===== config.mk =====
export PLATFORM = sky130hd
export DESIGN_NAME = hazard_controller
export DESIGN_NICKNAME = d
export VERILOG_FILES = /design/src/rtl/ControlTypeDefs.sv /design/src/rtl/sat_counter.sv /design/src/rtl/hazard_controller.sv
export SDC_FILE = /design/constraint.sdc
export NUM_CORES = 1
export LEC_CHECK = 0
export BUFFER_PORTS_ARGS = -buffer_cell sky130_fd_sc_hd__buf_2
export CAP_MARGIN = 20
export CORE_UTILIZATION = 25
export DETAILED_ROUTE_END_ITERATION = 8
export GPL_TIMING_DRIVEN = 0
export PLACE_DENSITY = 0.48
export SLEW_MARGIN = 0
export SYNTH_ARGS = -nofsm -noshare
export SYNTH_HDL_FRONTEND = slang
export SYNTH_SLANG_ARGS = --single-unit

===== constraint.sdc =====
create_clock -name iClk -period 2.1 [get_ports iClk]
set_clock_uncertainty 0.05 [all_clocks]
set_input_delay 0.21 -clock iClk [delete_from_list [all_inputs] [get_ports iClk]]
set_output_delay 0.21 -clock iClk [all_outputs]
set_load 0.1 [all_outputs]

===== src/rtl/ControlTypeDefs.sv =====
// Shared control-path types for the five-stage core: decode instruction classes,
// hazard sequencer states and the canonical NOP used by the flush muxes.
package ControlTypeDefs;

    typedef enum logic [3:0] {
        REG_COMMPUTATION,
        IMM_COMPUTATION,
        LOAD,
        STORE,
        BRANCH,
        JUMP,
        JAL,
        UPPER,
        SYSTEM
    } InstructionTypes;

    typedef enum logic [1:0] {
        RUN      = 2'd0,
        FLUSH    = 2'd1,
        MEM_WAIT = 2'd2
    } HazardState;

    localparam logic [31:0] NOP_INSTR = 32'h0000_0013;

    function automatic logic uses_rs1(InstructionTypes t);
        return !(t inside {UPPER, JUMP, JAL});
    endfunction

    function automatic logic uses_rs2(InstructionTypes t);
        return t inside {REG_COMMPUTATION, STORE, BRANCH};
    endfunction

endpackage


===== src/rtl/sat_counter.sv =====
// Up-counter that holds at LIMIT; clear has priority over increment.
module sat_counter #(
    parameter int unsigned            WIDTH = 8,
    parameter logic [WIDTH-1:0]       LIMIT = '1
) (
    input  logic             clk,
    input  logic             rst_n,
    input  logic             inc,
    input  logic             clear,
    output logic [WIDTH-1:0] count
);

    always_ff @(posedge clk or negedge rst_n) begin
        if (!rst_n) begin
            count <= '0;
        end else if (clear) begin
            count <= '0;
        end else if (inc && count != LIMIT) begin
            count <= count + 1'b1;
        end
    end

endmodule


===== src/rtl/hazard_controller.sv =====
// Pipeline sequencer: load-use interlock, redirect flushes and data-memory wait
// states, with a sticky wait timeout and a saturating stall-cycle counter.
module hazard_controller
    import ControlTypeDefs::*;
#(
    parameter int unsigned MAX_WAIT = 15,
    parameter int unsigned CNT_W    = 16
) (
    input  logic             iClk,
    input  logic             iRstN,
    input  InstructionTypes  iDecodeType,
    input  logic [4:0]       iDecodeRs1,
    input  logic [4:0]       iDecodeRs2,
    input  logic [4:0]       iExecRd,
    input  logic             iExecIsLoad,
    input  logic             iExecRedirect,
    input  logic             iMemReq,
    input  logic             iMemReady,
    output logic             oStallFetch,
    output logic             oStallDecode,
    output logic             oStallExecute,
    output logic             oStallMemory,
    output logic             oFlushDecode,
    output logic             oFlushExecute,
    output logic             oBubbleExecute,
    output logic             oMemTimeout,
    output logic [CNT_W-1:0] oStallCount,
    output logic [1:0]       oState
);

    localparam int unsigned        WAIT_W    = $clog2(MAX_WAIT + 1);
    localparam logic [WAIT_W-1:0]  WAIT_MAX  = WAIT_W'(MAX_WAIT);
    localparam logic [WAIT_W-1:0]  WAIT_LAST = WAIT_W'(MAX_WAIT - 1);

    HazardState        state, state_next;
    logic              flush_pending, set_pending, clear_pending;
    logic              timeout;
    logic              miss, load_use;
    logic [WAIT_W-1:0] wait_cnt;

    assign miss     = iMemReq && !iMemReady;
    assign load_use = iExecIsLoad && (iExecRd != 5'd0) &&
                      ((uses_rs1(iDecodeType) && iDecodeRs1 == iExecRd) ||
                       (uses_rs2(iDecodeType) && iDecodeRs2 == iExecRd));

    // A miss outranks a redirect: execute is frozen, so the redirect is re-presented.
    always_comb begin
        {oStallFetch, oStallDecode, oStallExecute, oStallMemory} = '0;
        {oFlushDecode, oFlushExecute, oBubbleExecute}             = '0;
        set_pending   = 1'b0;
        clear_pending = 1'b0;
        state_next    = state;
        if (iRstN) begin
            case (state)
                RUN: begin
                    if (miss) begin
                        {oStallFetch, oStallDecode, oStallExecute, oStallMemory} = '1;
                        state_next = MEM_WAIT;
                    end else if (iExecRedirect) begin
                        {oFlushDecode, oFlushExecute} = '1;
                        state_next = FLUSH;
                    end else if (load_use) begin
                        {oStallFetch, oStallDecode, oBubbleExecute} = '1;
                    end
                end
                FLUSH: begin
                    oFlushDecode = 1'b1;
                    state_next   = RUN;
                    if (miss) begin
                        {oStallFetch, oStallDecode, oStallExecute, oStallMemory} = '1;
                        set_pending = 1'b1;
                        state_next  = MEM_WAIT;
                    end
                end
                MEM_WAIT: begin
                    {oStallFetch, oStallDecode, oStallExecute, oStallMemory} = {4{!iMemReady}};
                    if (iMemReady) begin
                        oFlushDecode  = flush_pending;
                        clear_pending = 1'b1;
                        state_next    = RUN;
                    end
                end
                default: state_next = RUN;
            endcase
        end
    end

    always_ff @(posedge iClk or negedge iRstN) begin
        if (!iRstN) begin
            state         <= RUN;
            flush_pending <= 1'b0;
            timeout       <= 1'b0;
        end else begin
            state <= state_next;
            if (set_pending) begin
                flush_pending <= 1'b1;
            end else if (clear_pending) begin
                flush_pending <= 1'b0;
            end
            // Raised on the edge where the wait count reaches MAX_WAIT.
            if (state == MEM_WAIT && !iMemReady && wait_cnt >= WAIT_LAST) begin
                timeout <= 1'b1;
            end
        end
    end

    sat_counter #(
        .WIDTH (WAIT_W),
        .LIMIT (WAIT_MAX)
    ) u_wait_cnt (
        .clk   (iClk),
        .rst_n (iRstN),
        .inc   (state == MEM_WAIT),
        .clear (state != MEM_WAIT || iMemReady),
        .count (wait_cnt)
    );

    sat_counter #(
        .WIDTH (CNT_W),
        .LIMIT ({CNT_W{1'b1}})
    ) u_stall_cnt (
        .clk   (iClk),
        .rst_n (iRstN),
        .inc   (oStallFetch),
        .clear (1'b0),
        .count (oStallCount)
    );

    assign oMemTimeout = timeout;
    assign oState      = state;

endmodule


== Word level (Yosys, flattened, before mapping) ==
Index checks and enable logic that the tools add are counted.

* Reduce and logical (&&, ||, !) cells: 22
* Multiplexer cells: 32
* $lt $le $gt $ge: 1
* Equal/unequal tests: 14
* Add/subtract/negate cells: 2

{| class="wikitable"
|+ Operators by type and width
! operator !! count
|-
| $mux 1 || 22
|-
| $add 16x1->16 const B || 1
|-
| $eq 4x3->1 const B || 4
|-
| $ne 16x16->1 const B || 1
|-
| $eq 5x5->1 || 2
|-
| $logic_and 1x1->1 || 9
|-
| $mux 2 || 4
|-
| $mux 4 || 2
|-
| $pmux 1 s3 || 2
|-
| $pmux 2 s3 || 1
|-
| $reduce_bool 3->1 || 2
|-
| $reduce_bool 5->1 || 1
|-
| $add 4x1->4 const B || 1
|-
| $eq 4x2->1 const B || 1
|-
| $ge 4x4->1 const B || 1
|-
| $logic_not 4->1 || 1
|-
| $ne 2x2->1 const B || 2
|-
| $ne 4x4->1 const B || 1
|-
| $reduce_bool 2->1 || 2
|-
| $ne 3x3->1 const B || 1
|-
| $reduce_and 3->1 || 1
|-
| $eq 2x1->1 const B || 1
|-
| $eq 2x2->1 const B || 1
|-
| $logic_not 1->1 || 2
|-
| other kinds (4) || 5
|}

* Word-level logic and storage cells: 76
* Input bits: 25
* Flip-flop bits (word level): 24
* Output and inout bits: 26

== Depth between registers and ports, before layout ==
* Depth in word-level cells: 12
* Mapped depth: 8
* Mapped depth without buffers: 6

== By module ==
From an unflattened synthesis, not the netlist that was laid out.

* Cells, all modules: 173
* Area total of the unflattened synthesis: 1609.0 um2

{| class="wikitable"
|+ Modules (own cells, without submodules)
! module !! times used !! cells each !! area each (um2) !! seq. area each (um2)
|-
| sat_counter at u_stall_cnt || 1 || 98 || 942.2 || 400.4
|-
| hazard_controller || 1 || 55 || 437.9 || 100.1
|-
| sat_counter at u_wait_cnt || 1 || 20 || 229.0 || 100.1
|}

== Worst setup path before layout ==
No wires, ideal clock.

* Kind: reg2out
* From: register state[1], in the netlist oState[1]
* To: output port oFlushExecute
* Cell stages (with the launch flop): 2
* Data required time: 1.840 ns
* Slack: -2.072 ns
* Buffers on the path: 0
* Arrival time: 3.912 ns
* Cells stage by stage: dfrtp_1 nor4_1

* Longest elaborated chain between the ends: 3

{| class="wikitable"
|+ Ends and longest elaborated chain
! what !! RTL line !! RTL
|-
| from (decl) || hazard_controller.sv:35 || <nowiki>HazardState state, state_next;</nowiki>
|-
| from (signal assigned) || hazard_controller.sv:94 || <nowiki>state <= state_next;</nowiki>
|-
| $logic_not 2->1 || hazard_controller.sv:54 || <nowiki>case (state)</nowiki>
|-
| $mux 1 || hazard_controller.sv:54 ||
|-
| $mux 1 || hazard_controller.sv:53 || <nowiki>if (iRstN) begin</nowiki>
|-
| to (decl) || hazard_controller.sv:24 || <nowiki>output logic oFlushExecute,</nowiki>
|}

No other way between the ends.

== Worst setup path in the final report ==
* From: input port iExecRd[3]
* To: output port oStallFetch

* Longest elaborated chain between the ends: 9
* Elaborated cells on any way between the ends: 13
* Classes of those cells: eq/ne: 2; mux: 5; reduce/logical: 6

{| class="wikitable"
|+ Ends and longest elaborated chain
! what !! RTL line !! RTL
|-
| from (decl) || hazard_controller.sv:14 || <nowiki>input logic [4:0] iExecRd,</nowiki>
|-
| $eq 5x5->1 (on tied branches) || hazard_controller.sv:43, hazard_controller.sv:44 ||
|-
| $logic_and 1x1->1 (on tied branches) || hazard_controller.sv:43, hazard_controller.sv:44 ||
|-
| $logic_or 1x1->1 || hazard_controller.sv:43 || <nowiki>((uses_rs1(iDecodeType) && iDecodeRs1 == iExecRd) ||</nowiki>
|-
| $logic_and 1x1->1 (*) || hazard_controller.sv:42 || <nowiki>assign load_use = iExecIsLoad && (iExecRd != 5'd0) &&</nowiki>
|-
| $mux 1 (*) || hazard_controller.sv:62 || <nowiki>end else if (load_use) begin</nowiki>
|-
| $mux 1 (*) || hazard_controller.sv:59 || <nowiki>end else if (iExecRedirect) begin</nowiki>
|-
| $mux 1 (*) || hazard_controller.sv:56 || <nowiki>if (miss) begin</nowiki>
|-
| $pmux 1 s3 (*) || hazard_controller.sv:54 ||
|-
| $mux 1 (*) || hazard_controller.sv:53 ||
|-
| to (decl) || hazard_controller.sv:19 || <nowiki>output logic oStallFetch,</nowiki>
|}

Mark *: on every way between the ends. The rest lies on a longest branch, timed or not.

==> flow_metrics.tcl <==
set metrics [dict create \
    fin_util 0.382 \
    totalWireLength_mm 3.54 \
    cts_tree "yes" \
    initial_core_util 0.266 \
    grtUsageTotal 0.117 \
    internal_power_mw 1.01 \
    cts.sinks 24 \
    synth_area_leaders "dfrtp_1 40%, xor2_1 9.3%, xnor2_1 5.8%" \
    setup_viol 0 \
    synth_top_area_cell "dfrtp_1" \
    critPathCaptureType "primary output" \
    synth_area_sq_um 1510 \
    worstHoldEndpoint "flush_pending" \
    final_layout_size_suffix_gt1_frac 0.500 \
    syn_inst 154 \
    p_per_area_nw_per_um2 875 \
    drt-initial-drc-count 32 \
    wire_per_inst_um 12.3 \
    switchingPower_mw 0.892 \
    synth_top_area_share 0.397 \
    vias 1326 \
    htree_levels 1 \
    max-cap-violations 0 \
    slew_violations 0 \
    yosysWarnings 0 \
    cp.arrival_ns 1.78 \
    min_path_cells 4 \
    port_buffers 50 \
    slew_headroom 0.675 \
    clockRootBuffer "clkbuf_8" \
    gp_congestion 0.727 \
    ys_ff_latch 24 \
    p_leak_nw 0.990 \
    ff2ff_setup_slack_ns 0.14 \
    reg2reg_to "u_stall_cnt.count[1]" \
    synth.cells.most_frequent "24 x dfrtp_1, 16 x xor2_1, 14 x nand2_1, 13 x nor2_1, 11 x nand3_1" \
    dp_cells 276 \
    cp_max_fo 3 \
    fp.dieH_um 79.8 \
    final_net_count 245 \
    ys_seq_area_frac 0.397 \
    grt_pass1_wl_mm 5.79 \
    synth.distinct_cells 41 \
    worstSetupPathType "input pin to primary output" \
    synth_area_per_cell_sq_um 9.81 \
    min-delay-start "iMemReady" \
    pwr-share-seq 0.327 \
    insertedDiodeCount 0 \
    rsz0062_at_grt "false" \
    hpwl_mm 2.58 \
    num_io_pins 51 \
    die_width_um 79.8 \
    ctsLongestPathBuffers 2 \
    hold_viol_final 0 \
    p_clk_frac 0.218 \
    core_area_sq_um 5680 \
    synth_most_common_cell "dfrtp_1" \
    synthArstFlopShare 1.00 \
    die_area_sq_um 6360 \
    synth-edff-count 0 \
    grt_max_degree 25 \
    startpoint_type "input pin" \
    max_freq_mhz 491 \
    switching_share 0.470 \
    gr-total-overflow 0 \
    ir_worst_vdd_mv 0.517 \
    final_cells 288 \
    finalCriticalPeriod_ns 2.04 \
    rr_startpoint "u_stall_cnt.count[5]" \
    first_global_vias 1257 \
    timing.hold.ws_ns 0.225 \
    rr_worst_depth 6 \
    tightest_slew_ns 0.486 \
    remaining_drc_errors 0 \
    post-route-period-util 0.969 \
    clk-insertion-delay-late_ns 0.27 \
    drt_pre_antenna_iters 4 \
    synthToLayoutAreaGrowth_pct 43.5 \
    power_frac_comb 0.456 \
    fin_setup_tns_ns 0 \
    numCtsBuffers 3 \
    num_rows 27 \
    synth_nets 182 \
    status "finished clean" \
    ant_nets 0 \
    via_per_inst 4.60 \
    total_power_mw 1.90 \
    antenna_found_initial 0 \
    clk_pin_slew_worst_paths_ns 0.09 \
    ys.flop_type "dfrtp_1" \
    crit_required_ns 1.84 \
    min_path_type "input pin to register" \
]
[placed cells by master (no fill, tap or decap), types with 2 or more instances in the layout]
cell type	count
buf_2	44
xor2_1	16
nand2_1	14
nand3_1	11
buf_4	11
xnor2_1	10
nor2_1	10
nor3_2	8
dfrtp_1	8
dfrtp_4	8
dfrtp_2	8
inv_1	4
nor3_1	4
nand2b_1	4
buf_12	4
nor2_4	3
and3_1	3
nand4_1	3
ha_1	3
clkbuf_8	3
a21oi_2	2
a21oi_4	2
o21bai_1	2
nor3b_1	2
nor4_2	2
mux2_1	2
a21o_1	2
o21ai_0	2
clkbuf_4	2
[cell families after synthesis]
logic type                 count (synthesis)  synth area share
buffers and inverters                     10            0.0356
AOI/OAI and AO/OA                         18            0.0952
DFF                                       24             0.397
muxes                                      2            0.0149
adders and majority gates                  3            0.0248
and+or+nand+nor                           71             0.281
xor gates and xnor gates                  26             0.151
[through the flow]
step                instance area (sq um)  setup WS, ns
floorplan                            1630        -0.291
global placement                     1970        -0.375
detailed placement                   1970        -0.358
CTS                                  2180       -0.0591
global route                         2170       0.00149
finish                               2170        0.0646
[state kept, by name (all words and copies together) (netlist names)]
register           count
flush_pending          1
u_stall_cnt.count     16
u_wait_cnt.count       4
oState                 2
oMemTimeout            1
[how the worst max path moves through the flow]
stage	start	end	cells past startpoint
after floorplan	oState[0]	oStallFetch	7
after global placement	iExecRd[3]	oStallFetch	9
after detailed placement	iExecRd[3]	oStallFetch	9
after CTS	oState[0]	oStallFetch	8
after global routing	u_stall_cnt.count[5]	u_stall_cnt.count[2]	7
final	iExecRd[3]	oStallFetch	8
[worst max-delay path, stage by stage]
cell and delay [ns]:
buf_2 0.12, xor2_1 0.15, or4_4 0.52, o22ai_4 0.19, a21oi_4 0.10, nor2_4 0.19
buf_12 0.12, buf_12 0.16
[layer usage]
| metal | vias to the layer above | track usage | share of wire |
|---|---|---|---|
| li1 | 656 | - | - |
| met1 | 622 | 0.150 | 0.48 |
| met2 | 44 | 0.197 | 0.44 |
| met3 | 4 | 0.0240 | 0.074 |
| met4 | 0 | 0.0321 | 0.0076 |
| met5 | - | 0 | 0 |
[timing repair]
action / in CTS / in global routing
hold buffers: 2 / 0
gates cloned: 0 / 0
buffers inserted: 7 / 0
setup endpoints to repair: 5 / 4
pin swaps: 2 / 4
hold endpoints to repair: 24 / 0
resized for setup: 15 / 3
[area by class of cell]
type	instances	area (sq um)
Clock buffer	3	41.3
Inverter	5	18.8
Buffer	4	43.8
Clock inverter	1	30.0
Multi-Input combinational cell	120	930
Tap cell	72	90.1
Timing Repair Buffer	59	375
Sequential cell	24	641
Fill cell	569	3510
[power by group through the flow]
stage,logic (mW),registers [mW],clock network [mW]
2_1_floorplan,0.265,1.03,0
5_1_grt,0.911,0.632,0.436
6_report,0.865,0.620,0.413
3_5_place_dp,0.827,0.636,0
3_3_place_gp,0.823,0.635,0
4_1_cts,0.881,0.622,0.428
No activity file was read; power rests on OpenSTA's default activity.
